[config.mk]
export PLATFORM = sky130hd
export DESIGN_NAME = axi_lite_manager_bridge
export DESIGN_NICKNAME = d
export VERILOG_FILES = /design/src/rtl/axi_lite_manager_bridge.sv
export SDC_FILE = /design/constraint.sdc
export NUM_CORES = 1
export LEC_CHECK = 0
export ABC_AREA = 0
export CAP_MARGIN = 20
export CORE_MARGIN = 8
export CORE_UTILIZATION = 37
export CTS_BUF_LIST = sky130_fd_sc_hd__clkbuf_8
export DETAILED_ROUTE_END_ITERATION = 10
export HOLD_SLACK_MARGIN = 0.06
export PLACE_DENSITY = 0.79
export SYNTH_ARGS = -nofsm -noshare
export SYNTH_HDL_FRONTEND = slang
export SYNTH_SLANG_ARGS = --single-unit
[constraint.sdc]
create_clock -name ACLK -period 1.55 [get_ports ACLK]
set_clock_uncertainty 0.15 [all_clocks]
set_input_delay 0.2325 -clock ACLK [delete_from_list [all_inputs] [get_ports ACLK]]
set_output_delay 0.2325 -clock ACLK [all_outputs]
set_load 0.02 [all_outputs]
[src/rtl/axi_lite_manager_bridge.sv]
// ---------------------------------------------------------------------------
// axi_lite_manager_bridge
//
// Converts a single-request user port (CPU or test sequencer) into AXI5-Lite
// manager transactions. Only one transaction is in flight at a time. Writes
// use AW/W/B and reads use AR/R. The result is returned on a valid/ready
// response port as data, resp and direction.
//
// Every transaction carries an ID tag that alternates per transaction. If the
// returned BID/RID does not match the issued tag, the response is reported
// as SLVERR (3'b010), whatever the worker actually answered.
//
// Ports
//   ACLK, ARESETn        clock, asynchronous active-low reset
//   req_*                user request (valid/ready, we, addr, wdata, wstrb)
//   rsp_*                user response (valid/ready, rdata, resp, is_write)
//   AW*/W*/B*            AXI write address / data / response channels
//   AR*/R*               AXI read address / data channels
//
// State table
//   state    | meaning
//   IDLE     | req_ready high, waiting for a user request
//   WR_ISSUE | AWVALID/WVALID outstanding, each drops on its own handshake
//   WR_RESP  | BREADY high, waiting for the write response
//   RD_ISSUE | ARVALID outstanding
//   RD_RESP  | RREADY high, waiting for read data
//   RSP      | rsp_valid high, fields frozen until rsp_ready
// ---------------------------------------------------------------------------
module axi_lite_manager_bridge #(
  parameter  int ADDR_W = 32,
  parameter  int DATA_W = 32,
  parameter  int ID_W   = 1,
  localparam int STRB_W = DATA_W / 8
) (
  input  logic              ACLK,
  input  logic              ARESETn,

  input  logic              req_valid,
  output logic              req_ready,
  input  logic              req_we,
  input  logic [ADDR_W-1:0] req_addr,
  input  logic [DATA_W-1:0] req_wdata,
  input  logic [STRB_W-1:0] req_wstrb,

  output logic              rsp_valid,
  input  logic              rsp_ready,
  output logic [DATA_W-1:0] rsp_rdata,
  output logic [2:0]        rsp_resp,
  output logic              rsp_is_write,

  output logic              AWVALID,
  input  logic              AWREADY,
  output logic [ADDR_W-1:0] AWADDR,
  output logic [ID_W-1:0]   AWID,

  output logic              WVALID,
  input  logic              WREADY,
  output logic [DATA_W-1:0] WDATA,
  output logic [STRB_W-1:0] WSTRB,

  input  logic              BVALID,
  output logic              BREADY,
  input  logic [2:0]        BRESP,
  input  logic [ID_W-1:0]   BID,

  output logic              ARVALID,
  input  logic              ARREADY,
  output logic [ADDR_W-1:0] ARADDR,
  output logic [ID_W-1:0]   ARID,

  input  logic              RVALID,
  output logic              RREADY,
  input  logic [DATA_W-1:0] RDATA,
  input  logic [2:0]        RRESP,
  input  logic [ID_W-1:0]   RID
);

  localparam logic [2:0] RESP_SLVERR = 3'b010;

  typedef enum logic [2:0] {
    IDLE,
    WR_ISSUE,
    WR_RESP,
    RD_ISSUE,
    RD_RESP,
    RSP
  } state_t;

  state_t          state;
  logic            aw_done;
  logic            w_done;
  logic            is_write;
  logic [ID_W-1:0] tag;
  logic [ID_W-1:0] issued_id;

  // A channel counts as finished if it completed earlier or completes on
  // this edge. This lets a same-cycle final handshake move straight on.
  logic aw_fin;
  logic w_fin;

  assign aw_fin = aw_done | (AWVALID & AWREADY);
  assign w_fin  = w_done  | (WVALID  & WREADY);

  always_ff @(posedge ACLK or negedge ARESETn) begin
    if (!ARESETn) begin
      state        <= IDLE;
      req_ready    <= 1'b0;
      rsp_valid    <= 1'b0;
      rsp_rdata    <= '0;
      rsp_resp     <= '0;
      rsp_is_write <= 1'b0;
      AWVALID      <= 1'b0;
      AWADDR       <= '0;
      AWID         <= '0;
      WVALID       <= 1'b0;
      WDATA        <= '0;
      WSTRB        <= '0;
      BREADY       <= 1'b0;
      ARVALID      <= 1'b0;
      ARADDR       <= '0;
      ARID         <= '0;
      RREADY       <= 1'b0;
      aw_done      <= 1'b0;
      w_done       <= 1'b0;
      is_write     <= 1'b0;
      tag          <= '0;
      issued_id    <= '0;
    end else begin
      case (state)
        IDLE: begin
          if (req_valid && req_ready) begin
            req_ready <= 1'b0;
            AWADDR    <= req_addr;
            ARADDR    <= req_addr;
            WDATA     <= req_wdata;
            WSTRB     <= req_wstrb;
            AWID      <= tag;
            ARID      <= tag;
            issued_id <= tag;
            is_write  <= req_we;
            aw_done   <= 1'b0;
            w_done    <= 1'b0;
            if (req_we) begin
              AWVALID <= 1'b1;
              WVALID  <= 1'b1;
              state   <= WR_ISSUE;
            end else begin
              ARVALID <= 1'b1;
              state   <= RD_ISSUE;
            end
          end else begin
            // Also the path that raises req_ready one cycle after reset or
            // after a completed response.
            req_ready <= 1'b1;
          end
        end

        WR_ISSUE: begin
          if (AWVALID && AWREADY) begin
            AWVALID <= 1'b0;
            aw_done <= 1'b1;
          end
          if (WVALID && WREADY) begin
            WVALID <= 1'b0;
            w_done <= 1'b1;
          end
          if (aw_fin && w_fin) begin
            BREADY <= 1'b1;
            state  <= WR_RESP;
          end
        end

        WR_RESP: begin
          if (BVALID && BREADY) begin
            BREADY       <= 1'b0;
            rsp_resp     <= (BID == issued_id) ? BRESP : RESP_SLVERR;
            rsp_rdata    <= '0;
            rsp_is_write <= is_write;
            rsp_valid    <= 1'b1;
            state        <= RSP;
          end
        end

        RD_ISSUE: begin
          if (ARVALID && ARREADY) begin
            ARVALID <= 1'b0;
            RREADY  <= 1'b1;
            state   <= RD_RESP;
          end
        end

        RD_RESP: begin
          if (RVALID && RREADY) begin
            RREADY       <= 1'b0;
            rsp_resp     <= (RID == issued_id) ? RRESP : RESP_SLVERR;
            rsp_rdata    <= RDATA;
            rsp_is_write <= is_write;
            rsp_valid    <= 1'b1;
            state        <= RSP;
          end
        end

        RSP: begin
          if (rsp_ready) begin
            rsp_valid <= 1'b0;
            tag       <= tag + ID_W'(1);
            state     <= IDLE;
          end
        end

        default: begin
          state <= IDLE;
        end
      endcase
    end
  end

endmodule

==> results.cfg <==
[placement]
port_buffers = 262
place_hpwl_um = 12800
place_congestion = 0.811
postPlaceCellArea_mm2 = 0.00801

[setup_path]
cp-endpoint = rsp_rdata[24]
cp_slowest_stage_delay_ps = 440
path_class = reg -> reg
cp.required_ps = 1740
path_cells = buf_6 -> and4b_1 -> o21ai_4 -> buf_12 -> clkbuf_16 -> nand2_1 -> o21ai_1
r2r-start = state[1]
crit_path_max_fanout = 18
reg2reg_to = rsp_rdata[24]
cp-startpoint = state[1]
critPathCaptureType = flip-flop
reg2reg_depth = 7
r2r_setup_slack_ps = -200
start_kind = flip-flop
cp_slowest_cell = dfrtp_2
worstPathArrival_ps = 1950

[timing]
relSlewSlack_pct = 73.3
postLayoutSetupSlackWorst_ps = -202
hold_viol_final = 0
slew_viol_final = 0
setup_viol = 112
fmax_mhz = 571
rsz0062_at_grt = true
period_needed_ps = 1750
worst_slew_pin_slew_ps = 401
fin_crit_sh_pct = 113

[grt]
grt_max_degree = 71
grt_pass1_vias = 5027
overflow = 0
grt_pass1_wl_um = 27200
antenna_found_initial = 0
grt_usage_pct = 19.5

[routing]
avgRoutedWirePerCell_um = 17.7
drc_errors = 0
drt_pass1_iterations = 6
vias = 5000
finalWirelength_um = 18500
ant_nets = 0
avgViaCountPerCell = 4.79
drt_iter0_markers = 285

[cells_and_area]
syn2layout_area_growth_pct = 72.0
fillers = 1084
drive_gt1_share_pct = 31.6
final_area_mm2 = 0.00873
nets = 977
n_antenna_cell = 0

[logic_synthesis]
ys_seq_area_share_pct = 58.7
yosysWarnings = 0
ys_ff_latch = 119
syn_inst = 572
synth.area.top_cells = dfrtp_1 59%, nand2_1 21%, buf_4 5.2%
synth.most_common_cell = nand2_1
synth_cell_types = 34
syn_area_mm2 = 0.00507
yosys-top-cells-count = 288 x nand2_1, 119 x dfrtp_1, 35 x buf_4, 32 x o21ai_0, 18 x buf_2
synth_ff_type = dfrtp_1
synthArstFlopShare_pct = 100
yosysTopAreaCellShare_pct = 58.7
synth_edf_count = 0
yosys.area.top_type = dfrtp_1
synthesis.nets = 690
syn_area_per_cell_um2 = 8.87

[cts]
cts.sinks = 119
cts_tree = done
cts-root-buf = clkbuf_8
clk-insertion-delay-late_ps = 420
ctsHtreeMaxLevel = 4
cts_buffer_depth = 2
path_clk_slew_ps = 70
numCtsBuffers = 17

[die]
start_util_pct = 38.2
pin_count = 263
die_w_um = 133
core_area_mm2 = 0.0133
die_y_um = 133
dieArea_mm2 = 0.0177
core.rowCount = 42

[job]
cap_violations = 0

[outcome]
violations = setup timing
status = finished, violations left

[hold_path]
min_path_type = in -> async

[pwr]
powerDensity_mw_per_mm2 = 1950
max-vdd-ir-drop_v = 0.00102
p_leak_nw = 4.23
p_total_mw = 17.0
==> worst max-delay path, delay by kind of cell (launching register included) <==
kind,cells,cell delay (ps)
buf+inv,3,470
flops,1,440
simple gates,2,310
compound gates,2,290
==> power breakdown <==
part	leakage (nW)	internal, mW	total [mW]	switching [mW]
logic	2.52	4.02	9.10	5.08
registers	1.53	4.42	5.47	1.04
clock network	0.190	1.33	2.48	1.16
total	4.23	9.77	17.0	7.28
==> state kept, by name, summed over array words and instances, names as in the netlist, 3 cells and up <==
register / count
rsp_rdata: 32
state: 3
ARADDR: 32
rsp_resp: 3
WDATA: 32
WSTRB: 4
==> metal layers <==
metal	part of all wire (%)	global-route usage, %	wire length [µm]
met5	0	0	0
met4	1.1	6.55	206
met3	9.7	9.14	1790
met2	50	31.8	9250
met1	39	22.1	7260
==> per-stage QoR <==
stage               hold WS [ps]  TNS [ps]  setup WS (ps)  instances  utilization [%]
global route                 154    -18060           -237       1044             65.7
CTS                          132    -10170           -138       1029             64.2
detailed placement          36.7    -16830           -262        992             60.3
finish                       171     -9220           -202       1044             65.7
global placement            38.8    -14060           -220        992             60.3
floorplan                   -213     -4050          -58.8        572                -
==> layout by cell type (no fill, tap or decap), types with 2 or more instances in the layout <==
cell type / n
nand2_1: 243
clkdlybuf4s50_1: 116
dfrtp_1: 115
clkbuf_2: 63
nand2_2: 36
clkdlybuf4s15_2: 35
clkdlybuf4s15_1: 35
o21ai_1: 34
buf_4: 31
clkbuf_8: 20
buf_6: 14
buf_12: 12
buf_2: 10
nand2_4: 9
a21oi_1: 8
clkbuf_16: 6
inv_1: 5
nand3_1: 5
nor2_1: 5
buf_8: 5
nand3b_1: 4
a31oi_1: 4
clkinv_2: 4
dfrtp_2: 4
o21ai_0: 3
nor3_2: 2
and4b_1: 2
nor3b_4: 2
mux2_4: 2
o21ai_2: 2
a32o_1: 2
nand2b_1: 2
a21o_1: 2
buf_16: 2
==> area by class of cell <==
cell class | instances | area, µm² | share of cell area, %
inverters | 2 | 7.51 | 0.0860
multi-input cells | 388 | 1980 | 22.7
clock buffers | 20 | 275 | 3.15
repair buffers | 331 | 3200 | 36.7
clock inverters | 8 | 61.3 | 0.702
well taps | 176 | 220 | 2.52
flip-flops and latches | 119 | 2980 | 34.2
==> logic make-up after synthesis <==
logic type      count (synthesis)  synth area share (%)
compound gates                 62                  6.93
xor+xnor                        1                 0.173
buf+inv                        65                  7.84
flops                         119                  58.7
mux                             4                 0.863
simple gates                  321                  25.5
==> timing repair <==
item,CTS,global route
gates resized for setup,341,196
endpoints found under the hold margin,119,0
pin swaps,5,59
hold buffers,1,0
setup buffers,6,7
endpoints found under the setup margin,258,211
cloned,2,8
==> worst min-delay path by stage <==
stage	end	slack, ps	cells past startpoint
floorplan	ARADDR[0]	-210	0
global placement	ARADDR[10]	40	1
detailed placement	rsp_rdata[6]	40	1
CTS	ARADDR[5]	130	2
global route	ARADDR[29]	150	3
finish	ARADDR[5]	170	2
Power figures use the tool's default switching activity.
